`config.mk`:
```
export PLATFORM = sky130hd
export DESIGN_NAME = multicycle_control
export DESIGN_NICKNAME = d
export VERILOG_FILES = /design/src/rtl/mips_mc_pkg.sv /design/src/rtl/mc_ctrl_decode.sv /design/src/rtl/multicycle_control.sv
export SDC_FILE = /design/constraint.sdc
export NUM_CORES = 1
export LEC_CHECK = 0
export ABC_CLOCK_PERIOD_IN_PS = 2250
export CAP_MARGIN = 40
export CORE_ASPECT_RATIO = 1.2
export CORE_MARGIN = 2
export CORE_UTILIZATION = 49
export CTS_CLUSTER_SIZE = 40
export DETAILED_ROUTE_END_ITERATION = 10
export GPL_ROUTABILITY_DRIVEN = 1
export PLACE_DENSITY_LB_ADDON = 0.12
export SLEW_MARGIN = 20
export SYNTH_ARGS = -nofsm -noshare
export SYNTH_HDL_FRONTEND = slang
export SYNTH_SLANG_ARGS = --single-unit
```
`constraint.sdc`:
```
create_clock -name clk -period 2.25 [get_ports clk]
set_input_delay 0.3375 -clock clk [delete_from_list [all_inputs] [get_ports clk]]
set_output_delay 0.3375 -clock clk [all_outputs]
set_load 0.01 [all_outputs]
```
`src/rtl/mips_mc_pkg.sv`:
```
// Shared encodings for the multicycle MIPS control path and its datapath.
// States, opcodes, mux selects and the bundled control-strobe struct.
package mips_mc_pkg;

    typedef enum logic [3:0] {
        S_FETCH  = 4'd0,
        S_DECODE = 4'd1,
        S_MEMADR = 4'd2,
        S_MEMRD  = 4'd3,
        S_MEMWB  = 4'd4,
        S_MEMWR  = 4'd5,
        S_EXEC   = 4'd6,
        S_ALUWB  = 4'd7,
        S_BRANCH = 4'd8,
        S_ADDIEX = 4'd9,
        S_ADDIWB = 4'd10,
        S_JUMP   = 4'd11
    } state_t;

    localparam logic [5:0] OP_RTYPE = 6'h00;
    localparam logic [5:0] OP_LW    = 6'h23;
    localparam logic [5:0] OP_SW    = 6'h2B;
    localparam logic [5:0] OP_BEQ   = 6'h04;
    localparam logic [5:0] OP_J     = 6'h02;
    localparam logic [5:0] OP_ADDI  = 6'h08;

    localparam logic [1:0] SRCB_REG     = 2'b00;
    localparam logic [1:0] SRCB_FOUR    = 2'b01;
    localparam logic [1:0] SRCB_IMM     = 2'b10;
    localparam logic [1:0] SRCB_IMM_SH2 = 2'b11;

    localparam logic [1:0] ALUOP_ADD   = 2'b00;
    localparam logic [1:0] ALUOP_SUB   = 2'b01;
    localparam logic [1:0] ALUOP_FUNCT = 2'b10;

    localparam logic [1:0] PCSRC_ALU    = 2'b00;
    localparam logic [1:0] PCSRC_ALUOUT = 2'b01;
    localparam logic [1:0] PCSRC_JUMP   = 2'b10;

    typedef struct packed {
        logic       pc_write;
        logic       pc_write_cond;
        logic       iord;
        logic       mem_read;
        logic       mem_write;
        logic       ir_write;
        logic       mem_to_reg;
        logic       reg_dst;
        logic       reg_write;
        logic       alu_src_a;
        logic [1:0] alu_src_b;
        logic [1:0] alu_op;
        logic [1:0] pc_source;
    } ctrl_t;

endpackage

```
`src/rtl/mc_ctrl_decode.sv`:
```
// Moore strobe map: current state (plus mem_ready while fetching) to datapath controls.
module mc_ctrl_decode
    import mips_mc_pkg::*;
(
    input  state_t     state,
    input  logic       mem_ready,
    output ctrl_t      ctrl
);

    always_comb begin
        // NOTE: default every output before the case so no path leaves a latch behind.
        ctrl = '0;
        case (state)
            S_FETCH: begin
                ctrl.mem_read  = 1'b1;
                ctrl.alu_src_b = SRCB_FOUR;
                ctrl.ir_write  = mem_ready;
                ctrl.pc_write  = mem_ready;
            end
            S_DECODE: ctrl.alu_src_b = SRCB_IMM_SH2;
            S_MEMADR: begin
                ctrl.alu_src_a = 1'b1;
                ctrl.alu_src_b = SRCB_IMM;
            end
            S_MEMRD: begin
                ctrl.mem_read = 1'b1;
                ctrl.iord     = 1'b1;
            end
            S_MEMWB: begin
                ctrl.reg_write  = 1'b1;
                ctrl.mem_to_reg = 1'b1;
            end
            S_MEMWR: begin
                ctrl.mem_write = 1'b1;
                ctrl.iord      = 1'b1;
            end
            S_EXEC: begin
                ctrl.alu_src_a = 1'b1;
                ctrl.alu_op    = ALUOP_FUNCT;
            end
            S_ALUWB: begin
                ctrl.reg_write = 1'b1;
                ctrl.reg_dst   = 1'b1;
            end
            S_BRANCH: begin
                ctrl.alu_src_a     = 1'b1;
                ctrl.alu_op        = ALUOP_SUB;
                ctrl.pc_write_cond = 1'b1;
                ctrl.pc_source     = PCSRC_ALUOUT;
            end
            S_ADDIEX: begin
                ctrl.alu_src_a = 1'b1;
                ctrl.alu_src_b = SRCB_IMM;
            end
            S_ADDIWB: ctrl.reg_write = 1'b1;
            S_JUMP: begin
                ctrl.pc_write  = 1'b1;
                ctrl.pc_source = PCSRC_JUMP;
            end
            default: ctrl = '0;
        endcase
    end

endmodule

```
`src/rtl/multicycle_control.sv`:
```
// Main control FSM for the multicycle MIPS datapath: state register, opcode latch,
// illegal-opcode pulse and retired-instruction counter around the strobe decoder.
module multicycle_control
    import mips_mc_pkg::*;
#(
    parameter int COUNT_W = 32
) (
    input  logic               clk,
    input  logic               rst,
    input  logic [5:0]         opcode,
    input  logic               mem_ready,
    output logic               pc_write,
    output logic               pc_write_cond,
    output logic               iord,
    output logic               mem_read,
    output logic               mem_write,
    output logic               ir_write,
    output logic               mem_to_reg,
    output logic               reg_dst,
    output logic               reg_write,
    output logic               alu_src_a,
    output logic [1:0]         alu_src_b,
    output logic [1:0]         alu_op,
    output logic [1:0]         pc_source,
    output logic [3:0]         state,
    output logic               illegal_op,
    output logic [COUNT_W-1:0] instr_count
);

    state_t     state_q, state_d;
    logic [5:0] op_q;
    logic       illegal_d;
    logic       retire;
    ctrl_t      ctrl;

    always_comb begin
        state_d   = state_q;
        illegal_d = 1'b0;
        retire    = 1'b0;
        case (state_q)
            S_FETCH:  if (mem_ready) state_d = S_DECODE;
            S_DECODE: begin
                case (opcode)
                    OP_LW, OP_SW: state_d = S_MEMADR;
                    OP_RTYPE:     state_d = S_EXEC;
                    OP_BEQ:       state_d = S_BRANCH;
                    OP_J:         state_d = S_JUMP;
                    OP_ADDI:      state_d = S_ADDIEX;
                    default: begin
                        state_d   = S_FETCH;
                        illegal_d = 1'b1;
                    end
                endcase
            end
            // Only lw/sw reach here; the opcode captured in DECODE picks the access.
            S_MEMADR: state_d = (op_q == OP_SW) ? S_MEMWR : S_MEMRD;
            S_MEMRD:  if (mem_ready) state_d = S_MEMWB;
            S_MEMWR: begin
                if (mem_ready) begin
                    state_d = S_FETCH;
                    retire  = 1'b1;
                end
            end
            S_EXEC:   state_d = S_ALUWB;
            S_ADDIEX: state_d = S_ADDIWB;
            S_MEMWB, S_ALUWB, S_ADDIWB, S_BRANCH, S_JUMP: begin
                state_d = S_FETCH;
                retire  = 1'b1;
            end
            default:  state_d = S_FETCH;
        endcase
    end

    always_ff @(posedge clk) begin
        // NOTE: state uses non-blocking assignments so every register samples pre-edge values.
        if (rst) begin
            state_q     <= S_FETCH;
            op_q        <= '0;
            illegal_op  <= 1'b0;
            instr_count <= '0;
        end else begin
            state_q    <= state_d;
            illegal_op <= illegal_d;
            if (state_q == S_DECODE) op_q <= opcode;
            if (retire) instr_count <= instr_count + COUNT_W'(1);
        end
    end

    mc_ctrl_decode u_decode (
        .state     (state_q),
        .mem_ready (mem_ready),
        .ctrl      (ctrl)
    );

    // Write/access strobes are squashed during reset so no partial writeback escapes.
    assign pc_write      = ctrl.pc_write      & ~rst;
    assign pc_write_cond = ctrl.pc_write_cond & ~rst;
    assign ir_write      = ctrl.ir_write      & ~rst;
    assign reg_write     = ctrl.reg_write     & ~rst;
    assign mem_write     = ctrl.mem_write     & ~rst;
    assign mem_read      = ctrl.mem_read      & ~rst;
    assign iord          = ctrl.iord;
    assign mem_to_reg    = ctrl.mem_to_reg;
    assign reg_dst       = ctrl.reg_dst;
    assign alu_src_a     = ctrl.alu_src_a;
    assign alu_src_b     = ctrl.alu_src_b;
    assign alu_op        = ctrl.alu_op;
    assign pc_source     = ctrl.pc_source;
    assign state         = state_q;

endmodule

```
# Yosys cells after proc, flatten, opt, wreduce, memory -nomap -nowiden
# Cells that the tools add are included.
dict set report totals {
  regBits 43
  in_bits 9
  out_inout_bits 53
  word_cells 67
}
dict set report op_classes {
  add_sub_neg 1
  n_eq_ne 20
  mux 22
  bitwise_logic 8
  reduce_logical 12
}
# cell count
set op_table {}
lappend op_table {{$add A32 B1 Y32 const B} 1}
lappend op_table {{$pmux W4 S7} 1}
lappend op_table {{$pmux W4 S5} 1}
lappend op_table {{$eq A6 B6 Y1 const B} 3}
lappend op_table {{$eq A4 B3 Y1 const B} 4}
lappend op_table {{$eq A4 B4 Y1 const B} 4}
lappend op_table {{$mux W4} 3}
lappend op_table {{$mux W1} 11}
lappend op_table {{$reduce_or A2 Y1} 5}
lappend op_table {{$eq A4 B2 Y1 const B} 2}
lappend op_table {{$pmux W2 S2} 2}
lappend op_table {{$and A1 B1 Y1} 6}
lappend op_table {{$eq A6 B2 Y1 const B} 1}
lappend op_table {{$eq A6 B3 Y1 const B} 1}
lappend op_table {{$eq A6 B4 Y1 const B} 1}
lappend op_table {{$logic_not A6 Y1} 1}
lappend op_table {{$ne A2 B2 Y1 const B} 3}
lappend op_table {{$pmux W2 S3} 1}
lappend op_table {{$reduce_or A6 Y1} 1}
lappend op_table {{$reduce_or A5 Y1} 1}
lappend op_table {{$eq A4 B1 Y1 const B} 1}
lappend op_table {{$logic_not A4 Y1} 1}
lappend op_table {{$pmux W1 S2} 2}
lappend op_table {{$reduce_or A4 Y1} 1}
lappend op_table {{4 further kinds} 5}

# Logic depth before layout (Yosys ltp)
dict set report depth {
  depth_word 4
  ltp_mapped 8
}

# Modules after synthesis
# From an unflattened synthesis, not the netlist that was laid out.
dict set report unflattened {
  cells_unflattened 291
  area_unflattened_um2 2394.8
}
# module n_inst cells_per_inst area_per_inst_um2
set by_module_without_submodules {}
lappend by_module_without_submodules {multicycle_control 1 260 2212.1}
lappend by_module_without_submodules {mc_ctrl_decode 1 31 182.7}

# Worst setup path after synthesis
# Ideal clock, no wire load.
dict set report synth_timing {
  path_type {register to output}
  from {reg state_q[0], in the netlist state[0]}
  to {out pc_write_cond}
  arrival_time_ns 1.527
  required_ns 1.913
  slack_ns 0.385
  stages_incl_launch_ff 5
  path_buffers 2
  path_cell_list {dfxtp_1 > buf_2 > clkbuf_1 > nor4_1 > nor2b_1}
}
dict set report synth_via {
  elab_chain_len 3
}
# item line
set synth_lines {}
lappend synth_lines {{from (decl)} multicycle_control.sv:30} ;# state_t state_q, state_d;
lappend synth_lines {{from (signal assigned)} multicycle_control.sv:82} ;# state_q <= state_d;
lappend synth_lines {{$eq A4 B4 Y1} mc_ctrl_decode.sv:13} ;# case (state)
lappend synth_lines {{$mux W1} mc_ctrl_decode.sv:13}
lappend synth_lines {{$and A1 B1 Y1} multicycle_control.sv:97} ;# assign pc_write_cond = ctrl.pc_write_cond & ~rst;
lappend synth_lines {{to (decl)} multicycle_control.sv:13} ;# output logic pc_write_cond,
# No other way between the ends.

# Worst setup path after layout
dict set report layout_timing {
  from {reg state_q[3], in the netlist state[3]}
  to {out reg_write}
}
dict set report layout_via {
  elab_chain_len 4
  elab_cells_between_ends 6
  classes_between {3 x eq/ne; 1 x mux; 1 x bitwise; 1 x reduce/logical}
}
# item line
set layout_lines {}
lappend layout_lines {{$eq A4 B3 Y1 or $eq A4 B4 Y1 (tied branches)} mc_ctrl_decode.sv:13}
lappend layout_lines {{$reduce_or A3 Y1 (no line) (*)} --}
lappend layout_lines {{$mux W1 (*)} mc_ctrl_decode.sv:13}
lappend layout_lines {{$and A1 B1 Y1 (*)} multicycle_control.sv:99} ;# assign reg_write = ctrl.reg_write & ~rst;
lappend layout_lines {{to (decl)} multicycle_control.sv:20} ;# output logic reg_write,
# Every way passes the cells marked *; elsewhere a longest branch is shown, timed or not.

==> summary.txt <==
Yosys
  – Mapped Nets: just over 300
  – Post-synth cell types: between 40 and 50
  – Ys Warns: 0
  – Predominant post-synthesis flop cell: dfxtp_1
  – Synthesized area: 2350 µm²
  – Synthesized instance count: 293
  – Post-synth EDFFs: 0
  – Sequential-to-total area share from yosys stat: a little over a third
  – Async SR Flop Fraction: 0%
  – Post-synthesis register bit count: 43
  – Post-Syn Area per Cell: roughly 8.0 µm²

Power
  – Clock power frac: approximately 41%
  – Seq pwr share: between 40% and 50%
  – Switching share of power: a little under a quarter
  – Internal Power: 1190 µW
  – Switching Power: between 300 and 400 µW
  – Static leakage: ~0.0012 µW
  – Gate power share: between 8 and 9%
  – VDD IR-drop max: roughly 0.31 mV
  – Cell Pwr Density: about 480 nW/µm²

STA
  – Final Hold Vio Count: 0
  – Measured slew at the worst slew-check pin: 709 ps
  – Period minus WS final: 2240 ps
  – Hold_ws: around 500 ps
  – Slew headroom: 52.4%
  – Post-route setup slack: 9.44 ps
  – Final setup violation count: 0
  – Final Skew: between 10 and 15 ps
  – Fin crit share: between 90% and 100%
  – RSZ-0062 raised after global routing: yes
  – Max Clock Freq: around 450 MHz
  – Max-slew violation count: 0

CTS
  – CTS root buf: clkbuf_8
  – Clk sinks: between 40 and 50
  – CTS max path bufs: 2
  – CTS tree: built
  – H-tree Lvls: 2
  – Worst-path clk slew: around 80 ps
  – Post CTS Setup Buffer Count: 0
  – Worst-Skew Late Latency: 310 ps
  – Num CTS Buffers: 5

Finish
  – Final #Nets: 367
  – N_diodes: 0
  – Layout cell share with drive strength beyond 1: a little over a tenth
  – Most frequent cells in the layout: clkdlybuf4s50_1 (56), dfxtp_1 (39), nor2_1 (36)
  – Fin area: approximately 3200 µm²
  – Layout area overhead: 37.7%
  – Commonest non-fill, non-tap cell in the layout: clkdlybuf4s50_1

Setup path
  – Critical path, cell by cell: clkinvlp_4 -> nor3_2 -> a31oi_1 -> nor2_1 -> clkdlybuf4s50_1
  – CP Launch Type: flip-flop
  – Crit Path Max Fanout: 9
  – Crit path largest cell delay: 550 ps
  – Crit. End Element: primary output
  – Critical path type: flip-flop to primary output
  – Crit path max-delay cell type: clkdlybuf4s50_1
  – CP Data Arrival Time: 1900 ps
  – Critical Path RT: between 1500 and 2000 ps

Detailed routing
  – Vias: approximately 2500
  – Post-route ant nets: 0
  – Drt initial violations: around 170
  – DRT met1 WL: between 2 and 3 mm
  – WL/cell: between 10 and 15 µm
  – Drt pass-1 iters: 4
  – DRC violations left: 0
  – Post-Route WL: roughly 6.2 mm
  – Via-to-Cell Ratio: 5.89
  – Routed wl met3: around 260 µm
  – Highest routed metal layer: met4
  – Met2 WL: 3.09 mm

Place
  – Dpl hpwl: around 4.3 mm
  – GPL Wtd Cong: 0.875
  – Cell Area, Placed: 3060 µm²
  – Setup WS pre-CTS: around 88 ps
  – Port bufs: slightly above 60

Global route
  – Initial antenna violation count: 0
  – Pin count of the biggest net entering global routing: 28
  – GR Overflow Total: 0
  – GRT Resource Usage Total: between 20% and 30%
  – First-pass GRT wire length: between 10 and 15 mm
  – Number of global-route vias before repair: about 2300

Floorplanning
  – Full die area: around 5400 µm²
  – Core Area: between 4000 and 5000 µm²
  – I/O pin count: 62
  – Die height: approximately 80 µm
  – Rows: 27
  – DIE WIDTH: 67.3 µm
  – Initial Util: between 50 and 60%

Hold path
  – Hold Crit Class: flip-flop to flip-flop

Job
  – Max Cap Violations: 0

Run status
  – Status: complete, no violations
power by group through the flow:
stage | logic, µW | registers, µW | clock network [µW]
6_report | 136 | 776 | 644
3_3_place_gp | 132 | 795 | 0
3_5_place_dp | 133 | 796 | 0
4_1_cts | 134 | 778 | 655
2_1_floorplan | 75.3 | 791 | 0
5_1_grt | 149 | 777 | 688
registers in the layout (all words and copies together) (netlist names):
| register | cells |
|---|---|
| instr_count | 32 |
| state | 4 |
| op_q | 6 |
| illegal_op | 1 |
synthesized netlist by cell type, drive strengths merged (3+ instances only):
cell	instances	share of area, %
nand3	12	2.8
dfxtp	43	37
nand2b	3	0.80
xor2	19	7.1
and3	6	1.6
and2	3	0.80
nor2b	6	1.6
nor2	37	5.9
inv	4	0.64
nand2	18	2.9
a21oi	22	4.7
mux2i	6	2.6
o21ai	15	3.2
nand4	19	5.3
o2111ai	5	1.9
clkbuf	10	1.6
or3	11	2.9
nor3	12	3.2
and4	5	1.9
buf	10	2.3
per-layer routing:
metal	vias up	GRT usage (%)
met4	0	8.16
met5	-	0
met2	78	40.2
met3	12	5.64
met1	1164	30.7
li1	1196	-
layout make-up:
class | count | area [µm²]
multi-input cells | 226 | 1410
fillers | 403 | 1360
flip-flops and latches | 43 | 876
repair buffers | 77 | 743
clock buffers | 6 | 82.6
well taps | 58 | 72.6
clock inverters | 2 | 38.8
inverters | 4 | 18.8
per-stage QoR:
step	setup TNS, ps	power (µW)	instances	utilization (%)
after floorplan	0	867	293	-
after global placement	0	927	408	66.7
after detailed placement	0	929	408	66.7
after CTS	0	1570	416	69.6
after global routing	-107	1610	416	70.5
final	0	1560	416	70.5
cells by family (layout without fill, tap and decap cells):
family                     after synthesis  after routing  share of synthesized area [%]
AOI/OAI and AO/OA                       56             56                           14.5
xor gates and xnor gates                21             21                           7.82
adders and majority gates                1              1                          0.532
buffers and inverters                   24             89                           4.52
DFF                                     43             43                           36.6
muxes                                    6              6                           2.55
and+or+nand+nor                        142            142                           33.5
worst max-delay path, delay by kind of cell (launching register included):
| kind | cells | cell delay (ps) |
|---|---|---|
| compound gates | 1 | 70 |
| simple gates | 2 | 360 |
| buf+inv | 2 | 750 |
| flops | 1 | 420 |
worst paths after layout:
path                  start               to  slack (ps)  depth (start not counted)
max                state[3]        reg_write           9                          5
min                 op_q[3]          op_q[3]         500                          2
max reg2reg  instr_count[7]  instr_count[27]         230                          5
min reg2reg         op_q[3]          op_q[3]         500                          2
what timing repair did:
action                                  4_1_cts  5_1_grt
resized for setup                             5       13
endpoints found under the setup margin        6        9
endpoints found under the hold margin         0        0
pin swaps                                     1        0
hold buffers                                  0        0
Note: power is estimated with default switching activity, not from simulation.
